==> src/rtl/bios_boot_loader.sv <==
// Boot sequencer: copies a BIOS image from a combinational ROM into instruction
// memory, verifies an additive checksum, then releases the CPU from hold.
module bios_boot_loader #(
    parameter int               WIDTH       = 16,
    parameter int               DEPTH       = 16,
    parameter int               ADDR_W      = 5,
    parameter int               BASE_ADDR   = 0,
    parameter int               WAIT_ACK    = 1,
    parameter int               ACK_TIMEOUT = 15,
    parameter int               CHECK_EN    = 1,
    parameter logic [WIDTH-1:0] EXPECT_SUM  = '0
) (
    input  logic              clock,
    input  logic              reset_n,
    input  logic              start,
    output logic [ADDR_W-1:0] rom_addr,
    input  logic [WIDTH-1:0]  rom_data,
    output logic              wr_en,
    output logic [ADDR_W-1:0] wr_addr,
    output logic [WIDTH-1:0]  wr_data,
    input  logic              wr_ack,
    output logic              cpu_hold,
    output logic              done,
    output logic              err,
    output logic              busy
);
    localparam int                CNT_W    = (ACK_TIMEOUT < 1) ? 1 : $clog2(ACK_TIMEOUT + 1);
    localparam logic [ADDR_W-1:0] LAST_IDX = ADDR_W'(DEPTH - 1);
    localparam logic [ADDR_W-1:0] BASE     = ADDR_W'(BASE_ADDR);
    // The no-ack cycle that brings wait_cnt up to ACK_TIMEOUT is also the one that aborts.
    localparam logic [CNT_W-1:0]  CNT_LAST = CNT_W'((ACK_TIMEOUT < 1) ? 0 : ACK_TIMEOUT - 1);

    typedef enum logic [2:0] {
        S_IDLE,
        S_COPY,
        S_CHECK,
        S_DONE,
        S_FAIL
    } state_t;

    state_t            state, state_next;
    logic [ADDR_W-1:0] idx, idx_next;
    logic [WIDTH-1:0]  sum, sum_next;
    logic [CNT_W-1:0]  wait_cnt, wait_cnt_next;
    logic              accept;

    always_ff @(posedge clock or negedge reset_n) begin
        if (!reset_n) begin
            state    <= S_IDLE;
            idx      <= '0;
            sum      <= '0;
            wait_cnt <= '0;
        end else begin
            state    <= state_next;
            idx      <= idx_next;
            sum      <= sum_next;
            wait_cnt <= wait_cnt_next;
        end
    end

    always_comb begin
        state_next    = state;
        idx_next      = idx;
        sum_next      = sum;
        wait_cnt_next = wait_cnt;
        // Outputs decode straight from the state register so a reset drops wr_en at once.
        wr_en         = (state == S_COPY);
        accept        = wr_en && (wr_ack || (WAIT_ACK == 0));
        rom_addr      = idx;
        wr_addr       = idx + BASE;
        wr_data       = rom_data;
        cpu_hold      = (state != S_DONE);
        done          = (state == S_DONE);
        err           = (state == S_FAIL);
        busy          = (state == S_COPY) || (state == S_CHECK);

        case (state)
            S_IDLE: begin
                state_next    = S_COPY;
                idx_next      = '0;
                sum_next      = '0;
                wait_cnt_next = '0;
            end
            S_COPY: begin
                if (accept) begin
                    sum_next      = sum + rom_data;
                    wait_cnt_next = '0;
                    if (idx == LAST_IDX) begin
                        state_next = S_CHECK;
                    end else begin
                        idx_next = idx + 1'b1;
                    end
                end else begin
                    wait_cnt_next = wait_cnt + 1'b1;
                    if (wait_cnt >= CNT_LAST) begin
                        state_next = S_FAIL;
                    end
                end
            end
            S_CHECK: begin
                if ((CHECK_EN == 0) || (sum == EXPECT_SUM)) begin
                    state_next = S_DONE;
                end else begin
                    state_next = S_FAIL;
                end
            end
            S_DONE, S_FAIL: begin
                if (start) begin
                    state_next = S_IDLE;
                end
            end
            default: begin
                state_next = S_IDLE;
            end
        endcase
    end
endmodule

==> config.mk <==
export PLATFORM = sky130hd
export DESIGN_NAME = bios_boot_loader
export DESIGN_NICKNAME = d
export VERILOG_FILES = /design/src/rtl/bios_boot_loader.sv
export SDC_FILE = /design/constraint.sdc
export NUM_CORES = 1
export LEC_CHECK = 0
export CAP_MARGIN = 20
export CELL_PAD_IN_SITES_DETAIL_PLACEMENT = 0
export CELL_PAD_IN_SITES_GLOBAL_PLACEMENT = 1
export CORE_ASPECT_RATIO = 1.5
export CORE_MARGIN = 5
export CORE_UTILIZATION = 26
export CTS_BUF_LIST = sky130_fd_sc_hd__clkbuf_4
export DETAILED_ROUTE_END_ITERATION = 10
export GPL_TIMING_DRIVEN = 0
export PLACE_DENSITY_LB_ADDON = 0.1
export RECOVER_POWER = 100
export SYNTH_ARGS = -nofsm -noshare
export SYNTH_HDL_FRONTEND = slang
export SYNTH_SLANG_ARGS = --single-unit
==> constraint.sdc <==
create_clock -name clock -period 2.7 [get_ports clock]
set_clock_uncertainty 0.2 [all_clocks]
set_input_delay 0.54 -clock clock [delete_from_list [all_inputs] [get_ports clock]]
set_output_delay 0.54 -clock clock [all_outputs]
set_load 0.02 [all_outputs]
Word-level counts from Yosys, hierarchy flattened:

Index checks and enable logic that the tools add are counted.

* flip-flop bits (word level): 28

* $add $sub $neg: 3
* $lt $le $gt $ge: 1
* reductions and logical operators: 9
* multiplexer cells: 13
* equal/unequal tests: 11

Operators with widths (count)
* one-hot mux 16 bit (2 select lines): 1
* adder 16 bit: 1
* zero test 16 bit: 1
* 2-to-1 mux 16 bit: 1
* 2-to-1 mux 3 bit: 5
* one-hot mux 3 bit (4 select lines): 1
* 2-to-1 mux 5 bit: 2
* one-hot mux 5 bit (2 select lines): 1
* one-hot mux 4 bit (2 select lines): 1
* equality test 3 x 2 -> 1 bit, second input constant: 2
* inequality test 3 x 2 -> 1 bit, second input constant: 2
* AND reduction 3 bit: 2
* adder 5 x 1 -> 5 bit, second input constant: 1
* equality test 5 x 4 -> 1 bit, second input constant: 1
* adder 4 x 1 -> 4 bit, second input constant: 1
* >= comparator 4 bit, second input constant: 1
* 2-to-1 mux 4 bit: 1
* inequality test 2 bit, second input constant: 2
* equality test 3 x 1 -> 1 bit, second input constant: 1
* equality test 3 bit, second input constant: 1
* zero test 3 bit: 1
* inequality test 3 x 1 -> 1 bit, second input constant: 1
* inequality test 2 x 1 -> 1 bit, second input constant: 1
* AND reduction 2 bit: 1
* 4 further kinds: 4

Longest topological paths before layout:

* depth in word-level cells: 4
* depth in mapped cells: 10

Worst setup path after synthesis:

No wires, ideal clock.

* kind: in2reg
* start point: input port rom_data[0]
* end point: register sum[12]
* arrival: 2127 ps
* cell stages on the path: 10
* slack: 251 ps
* path through: ha_1 inv_1 fa_1 nor2b_1 o211ai_1 a21boi_0 o21bai_1 a21boi_0 mux2i_1 nand2_1

* longest elaborated chain between the ends: 3

RTL lines
* from (decl): RTL line 17 `input logic [WIDTH-1:0] rom_data,`
* adder 16 bit: RTL line 86 `sum_next = sum + rom_data;`
* 2-to-1 mux 16 bit: RTL line 85 `if (accept) begin`
* one-hot mux 16 bit (2 select lines): RTL line 77 `case (state)`
* to (signal assigned): RTL line 56 `sum <= sum_next;`
* to (decl): RTL line 43 `logic [WIDTH-1:0] sum, sum_next;`

Every way passes these cells. The select of a mux whose other input is x is not followed.
A chain may end at the register's enable or synchronous reset.

Final worst setup path:

* start point: input port rom_data[6]
* end point: register sum[15]

Same word-level chain as after synthesis.

==> results.yml <==
worst_hold_path:
  hold_class: "flip-flop to flip-flop"
cells_and_area:
  multi_input_area_mm2: 0.00137
  fillers: 904
  drive_above_1_share_pct: 15.9
  stdcell_count: 417
  final_nets: 350
  regArea_um2: 701
  final_common_cell: "nand2_1"
  final_cell_mix: "nand2_1 (35), dfrtp_1 (28), o21ai_0 (27), dlygate4sd3_1 (27), buf_4 (23)"
  fin_area_mm2: 0.00296
  syn_to_final_growth_pct: 34.9
routing:
  drt-vias-per-instance: 4.73
  antenna_left: 0
  wl_um: 5800
  vias: 1972
  drcViolationCount: 0
  first_iter_violations: 50
  dr.pass1.iters: 4
  wire_per_inst_um: 13.9
yosys:
  synth_top_area_share_pct: 32.0
  synth-edff-count: 0
  synth_cells: 255
  synth_top_area_cell: "dfrtp_1"
  synth_seq_cells: 28
  ys_seq_area_share_pct: 32.0
  yosysUniqueCellTypes: 47
  ys_warn_count: 0
  async_flop_share_pct: 100
  synthesis.area_mm2: 0.00219
  syn_nets: 295
  synth.top_cells.by_area: "dfrtp_1 (32%), ha_1 (11%), buf_4 (7.9%)"
  ys.flop_type: "dfrtp_1"
  syn_area_per_cell_um2: 8.60
setup_path:
  endpoint_kind: "flip-flop"
  worstPathMaxFanout: 4
  startpoint_type: "input pin"
  worstSetupPathType: "input pin to flip-flop"
  worstPathRequired_ps: 2780
  crit_arrival_ps: 2700
cts:
  cts-buffers-inserted: 3
  cts-root-buf: "clkbuf_4"
  cts_tree: "built"
  clkLatencyLatePin_ps: 330
  clock-sinks: 28
  cts_htree_levels: 1
  cts_hold_buffers: 0
  post_cts_buffers: 0
  clk_path_buf_depth: 2
  path_clk_slew_ps: 140
grt:
  antenna_found_initial: 1
  grt_max_degree: 19
  grt_overflow: 0
  grt_pass1_wl_um: 9460
  grt_util_all_layers_pct: 11.4
  grt_pass1_vias: 1977
sta:
  timing.final.crit_share_pct: 97.1
  worst_pin_slew_ps: 857
  post-route-min-period_ps: 2620
  drv_slew: 0
  fmax_ghz: 0.382
  final-setup-viol-count: 0
  rsz0062_at_grt: "no"
  relSlewSlack_pct: 42.3
  hold_viol_final: 0
power:
  combPwrFrac_pct: 60.7
  p_per_area_mw_per_mm2: 725
  ir_worst_vdd_mv: 0.226
  switching_share_pct: 45.9
  p_switching_uw: 984
  leakage_uw: 0.00133
  clockPowerShare_pct: 8.4
  internal_power_uw: 1160
  seqPwrFrac_pct: 30.9
  power.total_uw: 2140
floorplanning:
  die_h_um: 122
  io_pins: 51
  core_area_mm2: 0.00831
  num_rows: 41
  fp.dieArea_mm2: 0.0104
  die_w_um: 85.0
  initial_utilization_pct: 26.4
placement:
  portBuffers: 50
  hpwl_um: 4730
  placed_area_mm2: 0.00284
  dp_cells: 413
  gp_congestion: 0.739
job:
  cap_violations: 0
status:
  status: "complete, no violations"
==> repair_timing <==
item                                    4_1_cts  5_1_grt
pin swaps                                     2        2
resized for setup                             7       19
endpoints found under the setup margin        5       11
cloned                                        0        0
==> registers in the layout, indices dropped and copies added (netlist names) <==
name / flops
sum: 16
rom_addr: 5
wait_cnt: 4
state: 3
==> through the flow <==
step | utilization [%] | hold slack [ps] | setup TNS (ps) | worst slack (ps)
floorplan | - | 44.4 | 0 | 251
global placement | 34.0 | 282 | -3040 | -590
detailed placement | 34.2 | 274 | -3090 | -578
CTS | 34.7 | 297 | -68.9 | -44.1
global route | 35.6 | 322 | 0 | 0.528
finish | 35.6 | 297 | 0 | 79.5
==> critical path, stage by stage <==
cell	delay, ps
clkdlybuf4s50_1	540
ha_4	240
a21o_1	180
a21oi_2	200
o21ai_0	160
o21ai_2	200
a21boi_1	90
or4_1	470
nand3_1	80
==> synthesized netlist by cell type, types with 2 or more instances <==
master,n
inv_1,11
and3_1,4
nand2b_1,5
nor4_1,4
nor2b_1,4
nand4_1,3
a21oi_1,10
o221ai_1,2
o21ai_1,2
a21o_1,2
o21bai_1,5
nor2_1,10
dfrtp_1,28
ha_1,19
xnor2_1,8
nor3_1,2
mux2i_1,3
o22ai_1,2
a22o_1,5
nand2_1,35
buf_4,23
a21boi_0,2
a21oi_2,3
nand3_1,7
o211ai_1,3
o21ai_0,26
clkbuf_1,4
xor2_1,4
==> power by group through the flow <==
stage               sequential, uW  clock [uW]  combinational, uW
floorplan                      639           0                871
global placement               654           0               1290
detailed placement             654           0               1290
CTS                            646         194               1310
global route                   684         206               1470
finish                         663         179               1300
==> cell families (layout without fill, tap and decap cells) <==
kind of cell | count (synthesis) | after routing | share of synthesized area [%]
xor+xnor | 12 | 12 | 4.79
simple gates | 80 | 80 | 17.8
other cells | 0 | 1 | 0
buf+inv | 40 | 94 | 11.1
compound gates | 72 | 72 | 21.2
flops | 28 | 28 | 32.0
fa+ha+maj | 20 | 20 | 11.8
mux | 3 | 3 | 1.37
==> path summary, 6_finish.rpt <==
path,slack (ps),end,startpoint,cells after the start
worst min-delay path,300,wait_cnt[3],wait_cnt[3],1
worst max register to register,290,sum[15],sum[12],9
max in group asynchronous,710,sum[13],reset_n,2
worst min register to register,300,wait_cnt[3],wait_cnt[3],1
min in group asynchronous,530,sum[1],reset_n,1
worst max-delay path,80,sum[15],rom_data[6],9
==> area by class of cell <==
cell class / instances / area share [%]
diodes: 1 / 0.0846
plain buffers: 27 / 6.60
clock buffers: 3 / 0.762
clock inverters: 1 / 0.127
inverters: 12 / 1.52
multi-input cells: 187 / 46.2
flip-flops and latches: 28 / 23.7
well taps: 107 / 4.53
repair buffers: 51 / 16.5
==> metal layers <==
layer | track usage, % | share of wire (%) | routed length, um | vias up
li1 | - | - | - | 998
met1 | 12.7 | 41 | 2400 | 931
met2 | 21.9 | 55 | 3170 | 38
met3 | 1.14 | 2.7 | 157 | 5
met4 | 3.86 | 1.3 | 74 | 0
met5 | 0 | 0 | 0 | -
(Power assumes the default switching activity.)
